### src/rtl/pulse_pkg.sv
// Shared duty encodings and the duty-pattern decoder
// for the pulse channel.
package pulse_pkg;

  typedef enum logic [1:0] {
    DUTY_12 = 2'd0,
    DUTY_25 = 2'd1,
    DUTY_50 = 2'd2,
    DUTY_75 = 2'd3
  } duty_e;

  // lo: step in first Q, hi1: last Q, hi3: last 3Q
  function automatic logic duty_pattern(
    input duty_e d,
    input logic  lo,
    input logic  hi1,
    input logic  hi3
  );
    logic p;
    case (d)
      DUTY_12: p = hi1;
      DUTY_25: p = hi1 | lo;
      DUTY_50: p = hi3 | lo;
      DUTY_75: p = ~(hi1 | lo);
      default: p = 1'b0;
    endcase
    return p;
  endfunction

endpackage

### src/rtl/pulse_len_ctr.sv
// Length counter: load > trigger reload > tick,
// with a same-update expiry flag.
module pulse_len_ctr
  import pulse_pkg::*;
#(
  parameter int LEN_W = 6
) (
  input  logic             clk,
  input  logic             rst_n,
  input  logic             trigger_i,
  input  logic             load_i,
  input  logic [LEN_W-1:0] val_i,
  input  logic             en_i,
  input  logic             tick_i,
  output logic             expire_o
);

  localparam logic [LEN_W:0] LEN_MAX =
    {1'b1, {LEN_W{1'b0}}};

  logic [LEN_W:0] cnt_q;
  logic [LEN_W:0] cnt_d;
  logic           expire_d;
  logic           cnt_zero;

  assign cnt_zero = (cnt_q == '0);

  always_comb begin
    cnt_d    = cnt_q;
    expire_d = 1'b0;
    if (load_i) begin
      cnt_d = LEN_MAX - {1'b0, val_i};
    end else if (trigger_i) begin
      // a trigger swallows any tick in the same cycle
      if (cnt_zero) cnt_d = LEN_MAX;
    end else if (tick_i && en_i && !cnt_zero) begin
      cnt_d    = cnt_q - (LEN_W+1)'(1);
      expire_d = (cnt_q == (LEN_W+1)'(1));
    end
  end

  always_ff @(posedge clk) begin
    if (!rst_n) begin
      cnt_q <= '0;
    end else begin
      cnt_q <= cnt_d;
    end
  end

  assign expire_o = expire_d;

endmodule

### src/rtl/pulse_channel.sv
// Pulse waveform channel: frequency timer, step sequencer,
// duty pattern and length-limited run time.
module pulse_channel
  import pulse_pkg::*;
#(
  parameter int FREQ_W = 11,
  parameter int STEPS  = 8,
  parameter int LEN_W  = 6
) (
  input  logic              clk,
  input  logic              rst_n,
  input  logic              trigger,
  input  logic [FREQ_W-1:0] freq,
  input  logic [1:0]        duty,
  input  logic              len_load,
  input  logic [LEN_W-1:0]  len_val,
  input  logic              len_en,
  input  logic              len_tick,
  output logic              out,
  output logic              active
);

  localparam int SW = $clog2(STEPS);
  localparam int Q  = STEPS / 8;
  localparam logic [FREQ_W:0] PERIOD_MAX =
    {1'b1, {FREQ_W{1'b0}}};

  logic [FREQ_W:0] timer_q;
  logic [FREQ_W:0] timer_d;
  logic [FREQ_W:0] reload;
  logic [SW-1:0]   step_q;
  logic [SW-1:0]   step_d;
  logic            active_q;
  logic            active_d;
  logic            out_q;
  logic            out_d;
  logic            expire;
  logic            lo_band;
  logic            hi1;
  logic            hi3;

  // one extra bit so freq=0 yields a full 2^FREQ_W period
  assign reload = PERIOD_MAX - {1'b0, freq};

  assign lo_band = (step_q < SW'(Q));
  assign hi1     = (step_q >= SW'(STEPS - Q));
  assign hi3     = (step_q >= SW'(STEPS - 3*Q));

  pulse_len_ctr #(
    .LEN_W (LEN_W)
  ) u_len (
    .clk       (clk),
    .rst_n     (rst_n),
    .trigger_i (trigger),
    .load_i    (len_load),
    .val_i     (len_val),
    .en_i      (len_en),
    .tick_i    (len_tick),
    .expire_o  (expire)
  );

  always_comb begin
    timer_d  = timer_q;
    step_d   = step_q;
    active_d = active_q;
    if (trigger) begin
      active_d = 1'b1;
      step_d   = '0;
      timer_d  = reload;
    end else if (active_q) begin
      if (timer_q == (FREQ_W+1)'(1)) begin
        timer_d = reload;
        step_d  = step_q + SW'(1);
      end else begin
        timer_d = timer_q - (FREQ_W+1)'(1);
      end
    end
    if (expire) active_d = 1'b0;
  end

  assign out_d = active_q &
    duty_pattern(duty_e'(duty), lo_band, hi1, hi3);

  always_ff @(posedge clk) begin
    if (!rst_n) begin
      timer_q  <= PERIOD_MAX;
      step_q   <= '0;
      active_q <= 1'b0;
      out_q    <= 1'b0;
    end else begin
      timer_q  <= timer_d;
      step_q   <= step_d;
      active_q <= active_d;
      out_q    <= out_d;
    end
  end

  assign out    = out_q;
  assign active = active_q;

endmodule

### config.mk
export PLATFORM = sky130hd
export DESIGN_NAME = pulse_channel
export DESIGN_NICKNAME = d
export VERILOG_FILES = /design/src/rtl/pulse_pkg.sv /design/src/rtl/pulse_len_ctr.sv /design/src/rtl/pulse_channel.sv
export SDC_FILE = /design/constraint.sdc
export NUM_CORES = 1
export LEC_CHECK = 0
export CAP_MARGIN = 20
export CORE_ASPECT_RATIO = 1.5
export CORE_MARGIN = 2
export CORE_UTILIZATION = 55
export DETAILED_ROUTE_END_ITERATION = 8
export PLACE_DENSITY = 0.8
export SYNTH_ARGS = -nofsm -noshare
export SYNTH_HDL_FRONTEND = slang
export SYNTH_SLANG_ARGS = --single-unit
### constraint.sdc
create_clock -name clk -period 2.35 [get_ports clk]
set_clock_uncertainty 0.2 [all_clocks]
set_input_delay 0.47 -clock clk [delete_from_list [all_inputs] [get_ports clk]]
set_output_delay 0.47 -clock clk [all_outputs]
set_load 0.05 [all_outputs]
==> metrics.md, run 1 <==
| Metric | Value |
|---|---|
| CTS sink cnt | 24 |
| CTS tree | yes |
| CP max FO | 6 |
| Initial antenna violation count | 0 |
| DRT iter0 DRCs | 81 |
| Sw Ratio | 0.317 |
| Max Buffers Root-to-Sink | 2 |
| Post-synthesis sequential area ratio | 0.246 |
| Clock period minus worst slack | 2.24 ns |
| # IOs | 27 |
| Proportion of layout cells with a drive suffix above 1 | 0.139 |
| Synthesized net count | 281 |
| CTS Root Cell | clkbuf_8 |
| CP max stage cell | or3b_2 |
| YS warnings | 0 |
| First-pass GRT wire length | 9570 um |
| Async S/R FF share, synth | 0 |
| Unique masters post-synth | 62 |
| Status | completed |
| GR Util met2 | 0.583 |
| Slew Viols, Final | 0 |
| P_int | 0.846 mW |
| DRT antenna net count | 0 |
| Total number of vias | 2,180 |
| Setup violators final | 0 |
| GRT Total Usage | 0.308 |
| Relative slew slack | 0.674 |
| Horiz. Die Dim | 52.6 um |
| Cell count after placement | 332 |
| Hold_buf cts | 0 |
| Rows | 26 |
| Worst setup EP type | flop |
| Initial Util | 0.571 |
| Fmax | 446 MHz |
| Vias in the first global route | 2,197 |
| Finished Cell Area | 2500 um2 |
| Avg Inst Size Synth | 7.93 um2 |
| Drt wl/cell | 16.9 um |
| Hold Crit Class | reg -> reg |
| Clock transition at path regs | 0.09 ns |
| Post-CTS setup buffer count | 0 |
| Vias/cell | 6.49 |
| Pwr Density | 495 nW/um2 |
| RSZ-0062 raised after global routing | true |
| Final #Nets | 330 |
| Final wirelength | 5680 um |
| First-pass DRT Iterations | 4 |
| Worst path max stage delay | 0.56 ns |
| Final Hold Fails | 0 |
| Met1 global-route usage | 0.300 |
| GR Util met3 | 0.0370 |
| Core Footprint | 3420 um2 |
| Top FF cell, synth | dfxtp_1 |
| Post-CTS sizing | 0 |
| Num CTS Buffers | 3 |
| Worst-Skew Late Latency | 0.27 ns |
| Die ar. | 4050 um2 |
| Die height | 76.9 um |
| Max Cap Viol | 0 |
| Required time of the critical path | 2.32 ns |
| Sw Pwr | 0.393 mW |
| Worst setup SP type | flop |
| DRC Markers | 0 |
| Final period util | 0.955 |
| H-tree depth | 1 |
| Comb pwr share | 0.315 |
| Clock Power Share | 0.302 |
| Commonest non-fill, non-tap cell in the layout | buf_4 |
| CP Buf/Inv Count | 2 |
| Antenna Cells | 0 |
| Fillers | 278 |
| Largest net degree at the start of global routing | 15 |
| Design Power | 1.24 mW |
| Post-layout util | 0.733 |
| Dpl hpwl | 4480 um |
| Port Buffers | 26 |
| Critical path class | reg -> reg |
| Synthesized area | 1950 um2 |
| Non-filler cells, final | 336 |
| FF+latch count, synth | 24 |
| LEAKAGE | 0.957 nW |
| CP delay by family, top | simple AND/OR/NAND/NOR gates |
| Crit path DAT | 2.21 ns |
| Max VDD drop | 0.331 mV |
| Sequential share of power | 0.384 |
| Cell chain of the critical path | inv_1 -> ha_1 -> or3b_2 -> nor4_4 -> buf_4 -> mux2i_1 -> nor2_1 |
| GRT Max-Usage Layer | met2 |
| GP Congestion | 0.903 |
| EDFF count, synth | 0 |
| Hold Slack | 0.346 ns |
| Cells after Synth | 246 |
| Area added between synthesis and finish | 28.3% |
| Total grt overflow | 0 |
| Post-DP Area | 2420 um2 |
| Highest-count cells in the layout ignoring fill and taps | 29 x buf_4, 25 x clkdlybuf4s50_1, 24 x dfxtp_1 |
| Worst slew pin tran | 0.487 ns |
[cell type report]
cell class                      count  area, um2  share of cell area
Multi-Input combinational cell    197       1370               0.549
Sequential cell                    24        480               0.192
Timing Repair Buffer               54        468               0.187
Inverter                           15       56.3              0.0225
Tap cell                           42       52.6              0.0210
Clock buffer                        3       41.3              0.0165
Clock inverter                      1       30.0              0.0120
[path summary, 6_finish.rpt]
check	start	end	slack [ns]	cells past startpoint
setup / recovery	timer_q[1]	step_q[2]	0.11	7
hold / removal	u_len.cnt_q[5]	u_len.cnt_q[5]	0.35	2
setup reg to reg	timer_q[1]	step_q[2]	0.11	7
hold reg to reg	u_len.cnt_q[5]	u_len.cnt_q[5]	0.35	2
[stage by stage]
stage                     worst slack (ns)  TNS [ns]
after floorplan                      0.111         0
after global placement              0.0207         0
after detailed placement           0.00125         0
after CTS                            0.137         0
after global routing               -0.0118   -0.0118
final                                0.107         0
[metal layers]
layer,part of all wire,vias to the layer above
met1,0.36,1014
met2,0.57,91
met3,0.037,19
met5,0,-
li1,-,1056
met4,0.035,0
[worst register-to-register path, cell delays in order (launching register included)]
cell and delay (ns):
dfxtp_1 0.34, inv_1 0.08, ha_1 0.20, or3b_2 0.56, nor4_4 0.28, buf_4 0.23, mux2i_1 0.20, nor2_1 0.05
[kinds of logic after synthesis]
| group | share of synthesized area |
|---|---|
| and+or+nand+nor | 0.322 |
| AOI/OAI and AO/OA | 0.248 |
| buffers and inverters | 0.0539 |
| DFF | 0.246 |
| xor gates and xnor gates | 0.0449 |
| adders and majority gates | 0.0641 |
| muxes | 0.0205 |
[registers in the layout, indices dropped and copies added, names as in the netlist]
register / cells
u_len.cnt_q: 7
step_q: 3
active: 1
out: 1
timer_q: 12
[synthesized netlist by cell type (3+ instances only)]
cell,count,share of area
nand2_1,18,0.035
or3_1,7,0.022
nand3b_1,3,0.012
nand3_1,4,0.010
o211ai_1,3,0.012
a22oi_1,4,0.015
nor3_1,16,0.041
xor2_1,4,0.018
nor2_1,16,0.031
a211oi_1,4,0.015
mux2i_1,4,0.021
or4_1,8,0.031
o21ai_0,4,0.010
clkbuf_1,7,0.013
a21oi_1,14,0.036
and3_1,3,0.0096
xnor2_1,6,0.027
nor3b_1,3,0.012
ha_1,10,0.064
dfxtp_1,24,0.25
and2_1,4,0.013
nor4_1,7,0.022
o32ai_1,6,0.027
o311ai_0,5,0.022
inv_1,14,0.027
nand2b_1,3,0.0096
[power groups by stage]
stage | clock (mW) | combinational [mW] | sequential [mW]
2_1_floorplan | 0 | 0.226 | 0.480
3_3_place_gp | 0 | 0.374 | 0.480
3_5_place_dp | 0 | 0.379 | 0.482
4_1_cts | 0.373 | 0.381 | 0.473
5_1_grt | 0.386 | 0.428 | 0.478
6_report | 0.373 | 0.390 | 0.475
(Power assumes the default switching activity.)
==> inputs of run 2 (changes only) <==
--- a/config.mk
+++ b/config.mk
@@ -13,4 +13,5 @@
 export PLACE_DENSITY = 0.8
 export SYNTH_ARGS = -nofsm -noshare
 export SYNTH_HDL_FRONTEND = slang
+export SYNTH_HIERARCHICAL = 1
 export SYNTH_SLANG_ARGS = --single-unit
==> constraint.sdc (replaced) <==
create_clock -name clk -period 2.8 [get_ports clk]
set_clock_uncertainty 0.2 [all_clocks]
set_input_delay 0.56 -clock clk [delete_from_list [all_inputs] [get_ports clk]]
set_output_delay 0.56 -clock clk [all_outputs]
set_load 0.05 [all_outputs]
==> run 2 against run 1 <==
  * Critical path depth rose by 1
  * Sequential power fell by 13%
  * Hold slack got worse by 0.0054 ns
  * Largest cell class unchanged
  * Highest routed layer unchanged
==> metrics.md, run 2 <==
| Metric | Value |
|---|---|
| Status | completed |
| Slew Viols, Final | 0 |
| Required time of the critical path | 2.76 ns |
| CTS sink cnt | 24 |
| FF+latch count, synth | 24 |
| Most numerous cell in the Yosys netlist | dfxtp_1 |
| Cells after Synth | 229 |
| Proportion of layout cells with a drive suffix above 1 | 0.137 |
| Design Power | 0.960 mW |
| Post-synthesis sequential area ratio | 0.248 |
| Synthesized area | 1940 um2 |
| Unique masters post-synth | 65 |
| CTS tree | yes |
| Async S/R FF share, synth | 0 |
| Top FF cell, synth | dfxtp_1 |
| Worst path max stage delay | 0.53 ns |
| Initial Util | 0.573 |
| CP max FO | 3 |
| Sw Pwr | 0.336 mW |
| Number of flip-flops in the largest register | 12 |
| CP delay by family, top | simple AND/OR/NAND/NOR gates |
| Cell chain of the critical path | clkdlybuf4s50_1 -> inv_1 -> ha_1 -> or4b_1 -> nor4_2 -> xor2_1 -> a21oi_1 -> o31a_1 |
| Max Buffers Root-to-Sink | 2 |
| Crit path DAT | 2.51 ns |
| RSZ-0062 raised after global routing | false |
| DRT iter0 DRCs | 67 |
| CTS Root Cell | clkbuf_8 |
| Post-DP Area | 2300 um2 |
| Comb pwr share | 0.351 |
| Die ar. | 4020 um2 |
| Pwr Density | 410 nW/um2 |
| Dpl hpwl | 4220 um |
| Largest area contributor in the netlist | dfxtp_1 |
| Horiz. Die Dim | 52.5 um |
| Max Cap Viol | 0 |
| Critical path class | in -> reg |
| FF-to-FF setup slack | 0.58 ns |
| Hold Crit Class | reg -> reg |
| Hold Slack | 0.340 ns |
| Sw Ratio | 0.350 |
| DRT antenna net count | 0 |
| Setup violators final | 0 |
| GP Congestion | 0.823 |
| Rows | 26 |
| Fmax | 392 MHz |
| Final period util | 0.910 |
| DRC Markers | 0 |
| Worst setup EP type | flop |
| LEAKAGE | 0.870 nW |
| EDFF count, synth | 0 |
| Relative slew slack | 0.568 |
| Post-CTS setup buffer count | 0 |
| Clock Power Share | 0.218 |
| Setup_tns | 0 ns |
| Final #Nets | 300 |
| GRT Total Usage | 0.271 |
| Port Buffers | 26 |
| Commonest non-fill, non-tap cell in the layout | clkdlybuf4s50_1 |
| Finished Cell Area | 2340 um2 |
| Num CTS Buffers | 3 |
| Worst-Skew Late Latency | 0.27 ns |
| Final wirelength | 5300 um |
| # IOs | 27 |
| Total grt overflow | 0 |
| Setup crit start | freq[0] |
| Final Hold Fails | 0 |
| Largest net degree at the start of global routing | 15 |
| Die height | 76.7 um |
| Initial antenna violation count | 0 |
| Sequential share of power | 0.431 |
| Worst slew pin tran | 0.644 ns |
| CP max stage cell | or4b_1 |
| P_int | 0.624 mW |
| Worst setup SP type | input pin |
| Synthesized net count | 264 |
| Clock transition at path regs | 0.09 ns |
| Hold Startpoint | u_len/cnt_q[4] |
| H-tree depth | 1 |
| CP Buf/Inv Count | 2 |
| Synth cell count leaders | 24 x dfxtp_1, 23 x nor2_1, 16 x inv_1 |
| Leading post-synthesis cells by cell area | dfxtp_1 25%, ha_1 6.5%, nor2_1 4.5%, xnor2_1 3.2%, nor3_1 3.1% |
| YS warnings | 6 |
| Area added between synthesis and finish | 20.8% |
| Antenna Cells | 0 |
| Most flop-heavy register | timer_q |
| Largest regs | timer_q (12), u_len/cnt_q (7), step_q (3) |
| Hold_buf cts | 0 |
| Max VDD drop | 0.267 mV |
| Vias in the first global route | 1,896 |
| FF-to-FF Start | timer_q[0] |
| Highest-count cells in the layout ignoring fill and taps | 26 x clkdlybuf4s50_1, 24 x dfxtp_1, 23 x nor2_1 |
| Total number of vias | 1,975 |
| Post-CTS sizing | 0 |
| Core Footprint | 3380 um2 |
| Clock period minus worst slack | 2.55 ns |
| Drt wl/cell | 17.4 um |
| Avg Inst Size Synth | 8.46 um2 |
| First-pass DRT Iterations | 4 |
| Top cell type's share of synthesized area | 0.248 |
| Vias/cell | 6.48 |
| First-pass GRT wire length | 8320 um |
## run 2: metrics by stage
stage | util | setup WS [ns] | instances
2_1_floorplan | - | 0.619 | 229
3_3_place_gp | 0.680 | 0.0565 | 302
3_5_place_dp | 0.680 | 0.00731 | 302
4_1_cts | 0.692 | 0.278 | 305
5_1_grt | 0.692 | 0.214 | 305
6_report | 0.692 | 0.251 | 305
## run 2: worst paths after layout
path	endpoint	depth (start not counted)
worst max register to register	timer_q[11]	5
worst min-delay path	u_len/cnt_q[4]	2
worst min register to register	u_len/cnt_q[4]	2
worst max-delay path	timer_q[8]	8
## run 2: cell families (layout without fill, tap and decap cells)
family / Yosys count / after routing / synth area share
AO/OA/AOI/OAI: 67 / 67 / 0.276
XOR/XNOR: 13 / 13 / 0.0587
adder cells (fa/ha/maj): 10 / 10 / 0.0646
buffers and inverters: 22 / 56 / 0.0484
flip-flops: 24 / 24 / 0.248
multiplexers: 3 / 3 / 0.0155
AND/OR/NAND/NOR: 90 / 90 / 0.289
## run 2: area by class of cell
type	count	area [um2]
Tap cell	42	52.6
Clock buffer	3	41.3
Multi-Input combinational cell	183	1360
Sequential cell	24	480
Fill cell	302	1040
Timing Repair Buffer	37	343
Inverter	16	60.1
## run 2: layer usage
layer	global-route usage	wire (um)	vias to the layer above
met4	0.115	116	0
met5	0	0	-
met2	0.543	3090	64
met1	0.253	1880	948
met3	0.0292	210	11
li1	-	-	952
## run 2: worst min-delay path: stages, from the launching register on
cell and delay (ns):
dfxtp_1 0.36, nand2_1 0.07, o32ai_1 0.06
## run 2: power groups by stage
stage                     clock network [mW]  logic (mW)  registers (mW)
final                                  0.209       0.337           0.414
after global routing                   0.228       0.364           0.417
after CTS                              0.210       0.332           0.412
after detailed placement                   0       0.331           0.421
after global placement                     0       0.328           0.419
after floorplan                            0       0.213           0.415
==> inputs of run 3 (changes only) <==
--- a/config.mk
+++ b/config.mk
@@ -8,9 +8,9 @@
 export CAP_MARGIN = 20
 export CORE_ASPECT_RATIO = 1.5
 export CORE_MARGIN = 2
-export CORE_UTILIZATION = 55
+export CORE_UTILIZATION = 50
 export DETAILED_ROUTE_END_ITERATION = 8
-export PLACE_DENSITY = 0.8
+export PLACE_DENSITY = 0.77
 export SYNTH_ARGS = -nofsm -noshare
 export SYNTH_HDL_FRONTEND = slang
 export SYNTH_HIERARCHICAL = 1
==> constraint.sdc (replaced) <==
create_clock -name clk -period 2.06 [get_ports clk]
set_clock_uncertainty 0.2 [all_clocks]
set_input_delay 0.412 -clock clk [delete_from_list [all_inputs] [get_ports clk]]
set_output_delay 0.412 -clock clk [all_outputs]
set_load 0.05 [all_outputs]
==> run 3 against run 2 <==
  * Design area is 20% higher
  * Utilization is 7.0 points higher
  * Sequential share of layout area is 3.3 points lower
  * Cell count is 15% higher
  * Sequential power is 33% higher
  * First-iteration DRC count is 30% higher
  * Sequential cell count stayed put
  * Total power is 50% higher
  * Critical path depth stayed put
  * Non-clock buffer count is 46 higher
  * Clock power is 33% higher
  * Critical path type unchanged
  * Largest cell class unchanged
  * Largest power group is now combinational logic
  * Highest routed layer unchanged
==> metrics.md, run 3 (synthesis gave the netlist of run 2 again) <==
| Metric | Value |
|---|---|
| Worst path max stage delay | 0.50 ns |
| FF-to-FF setup slack | 0.06 ns |
| Core Footprint | 3680 um2 |
| Required time of the critical path | 2.02 ns |
| Most flop-heavy register | timer_q |
| CTS sink cnt | 24 |
| Clock period minus worst slack | 2.05 ns |
| # IOs | 27 |
| Die ar. | 4400 um2 |
| CP max FO | 3 |
| Vias/cell | 6.28 |
| Largest net degree at the start of global routing | 14 |
| Fmax | 487 MHz |
| Clock transition at path regs | 0.08 ns |
| Clock Power Share | 0.193 |
| LEAKAGE | 1.13 nW |
| Number of flip-flops in the largest register | 12 |
| RR Endpoint | timer_q[11] |
| Design Power | 1.44 mW |
| First-pass GRT wire length | 9780 um |
| Sequential share of power | 0.382 |
| CTS Root Cell | clkbuf_8 |
| Critical path class | in -> reg |
| RSZ-0062 raised after global routing | true |
| FF-to-FF Start | timer_q[1] |
| DRT iter0 DRCs | 87 |
| Relative slew slack | 0.671 |
| CP max stage cell | or4b_4 |
| Largest regs | timer_q (12), u_len/cnt_q (7), step_q (3) |
| Worst setup SP type | input pin |
| Slew Viols, Final | 0 |
| P_int | 0.945 mW |
| Drt wl/cell | 17.0 um |
| Sw Pwr | 0.494 mW |
| GRT Total Usage | 0.301 |
| Max VDD drop | 0.397 mV |
| Dpl hpwl | 4550 um |
| Num CTS Buffers | 3 |
| Final wirelength | 6000 um |
| Commonest non-fill, non-tap cell in the layout | buf_4 |
| Cell chain of the critical path | buf_8 -> inv_4 -> ha_4 -> or4b_4 -> nor4_4 -> xor2_1 -> a21oi_1 -> o31a_1 |
| DRC Markers | 0 |
| Antenna Cells | 0 |
| Worst-Skew Late Latency | 0.26 ns |
| Final Hold Fails | 0 |
| Worst Reg-to-Reg Cells | 7 |
| Initial antenna violation count | 0 |
| Highest-count cells in the layout ignoring fill and taps | 53 x buf_4, 22 x nor2_1, 21 x dfxtp_1 |
| Port Buffers | 26 |
| Hold_buf cts | 0 |
| Area added between synthesis and finish | 44.7% |
| Total number of vias | 2,211 |
| Setup crit start | freq[1] |
| Vias in the first global route | 2,241 |
| Status | completed |
| CTS tree | yes |
| Worst slew pin tran | 0.490 ns |
| Fin worst setup slack | 0.00562 ns |
| Max Cap Viol | 0 |
| Total grt overflow | 0 |
| Fillers | 262 |
| Setup WS pre-CTS | -0.575 ns |
| Crit path DAT | 2.01 ns |
| DRT antenna net count | 0 |
| Initial Util | 0.526 |
| GP Congestion | 0.943 |
| Sw Ratio | 0.343 |
| Worst setup EP type | flop |
| Setup violators final | 0 |
| Die height | 80.3 um |
| Final #Nets | 346 |
| Rows | 27 |
| Hold Slack | 0.332 ns |
| Proportion of layout cells with a drive suffix above 1 | 0.343 |
| Pwr Density | 513 nW/um2 |
| H-tree depth | 1 |
| Comb pwr share | 0.425 |
| Hold Crit Class | reg -> reg |
| Final period util | 0.997 |
| Max Buffers Root-to-Sink | 2 |
| First-pass DRT Iterations | 4 |
| Horiz. Die Dim | 54.8 um |
| Crit path to | timer_q[8] |
## run 3: cell types whose count changed in the layout (fill, tap and decap cells not counted), sizes merged
cell / previous run / this run
buf: 11 / 61
clkdlybuf4s50: 26 / 20
clkbuf: 3 / 5
## run 3: what timing repair did
action | 4_1_cts | 5_1_grt
pin swaps | 9 | 11
setup buffers | 6 | 6
setup endpoints to repair | 8 | 13
gates resized for setup | 25 | 26
## run 3: cell type report
cell class | instances | area [um2] | area share
multi-input combinational | 183 | 1450 | 0.516
timing repair buffer | 83 | 713 | 0.254
sequential | 24 | 484 | 0.173
inverter | 16 | 65.1 | 0.0232
tap | 43 | 53.8 | 0.0192
clock buffer | 3 | 41.3 | 0.0147
## run 3: through the flow
stage | instance area (um2) | setup TNS (ns) | instances | utilization
5_1_grt | 2800 | -0.0188 | 352 | 0.761
3_5_place_dp | 2580 | -4.15 | 337 | 0.700
6_report | 2800 | 0 | 352 | 0.761
4_1_cts | 2710 | -0.00158 | 346 | 0.737
3_3_place_gp | 2580 | -3.76 | 337 | 0.700
2_1_floorplan | 1940 | 0 | 229 | -
## run 3: critical path: cells and delay by family
family                     cells  cell delay (ns)
adders and majority gates      1             0.13
AOI/OAI and AO/OA              2             0.36
buffers and inverters          2             0.15
and+or+nand+nor                2             0.79
xor gates and xnor gates       1             0.17
## run 3: metal layers
metal,vias up,track usage,routed length [um]
met2,100,0.548,3320
met3,33,0.0446,292
li1,1045,-,-
met1,1033,0.288,2060
met5,-,0,0
met4,0,0.203,326
## run 3: power groups by stage
stage | Clock [mW] | Sequential [mW] | Combinational [mW]
3_5_place_dp | 0 | 0.557 | 0.563
4_1_cts | 0.286 | 0.547 | 0.576
3_3_place_gp | 0 | 0.554 | 0.554
6_report | 0.278 | 0.550 | 0.611
2_1_floorplan | 0 | 0.564 | 0.289
5_1_grt | 0.298 | 0.554 | 0.659
## run 3: worst min path at each step
stage | from | end | slack (ns) | cells past startpoint
floorplan | u_len/cnt_q[4] | u_len/cnt_q[4] | 0.28 | 2
global placement | u_len/cnt_q[4] | u_len/cnt_q[4] | 0.31 | 2
detailed placement | u_len/cnt_q[4] | u_len/cnt_q[4] | 0.32 | 2
CTS | u_len/cnt_q[4] | u_len/cnt_q[4] | 0.33 | 2
global route | u_len/cnt_q[4] | u_len/cnt_q[4] | 0.39 | 2
finish | u_len/cnt_q[4] | u_len/cnt_q[4] | 0.33 | 2
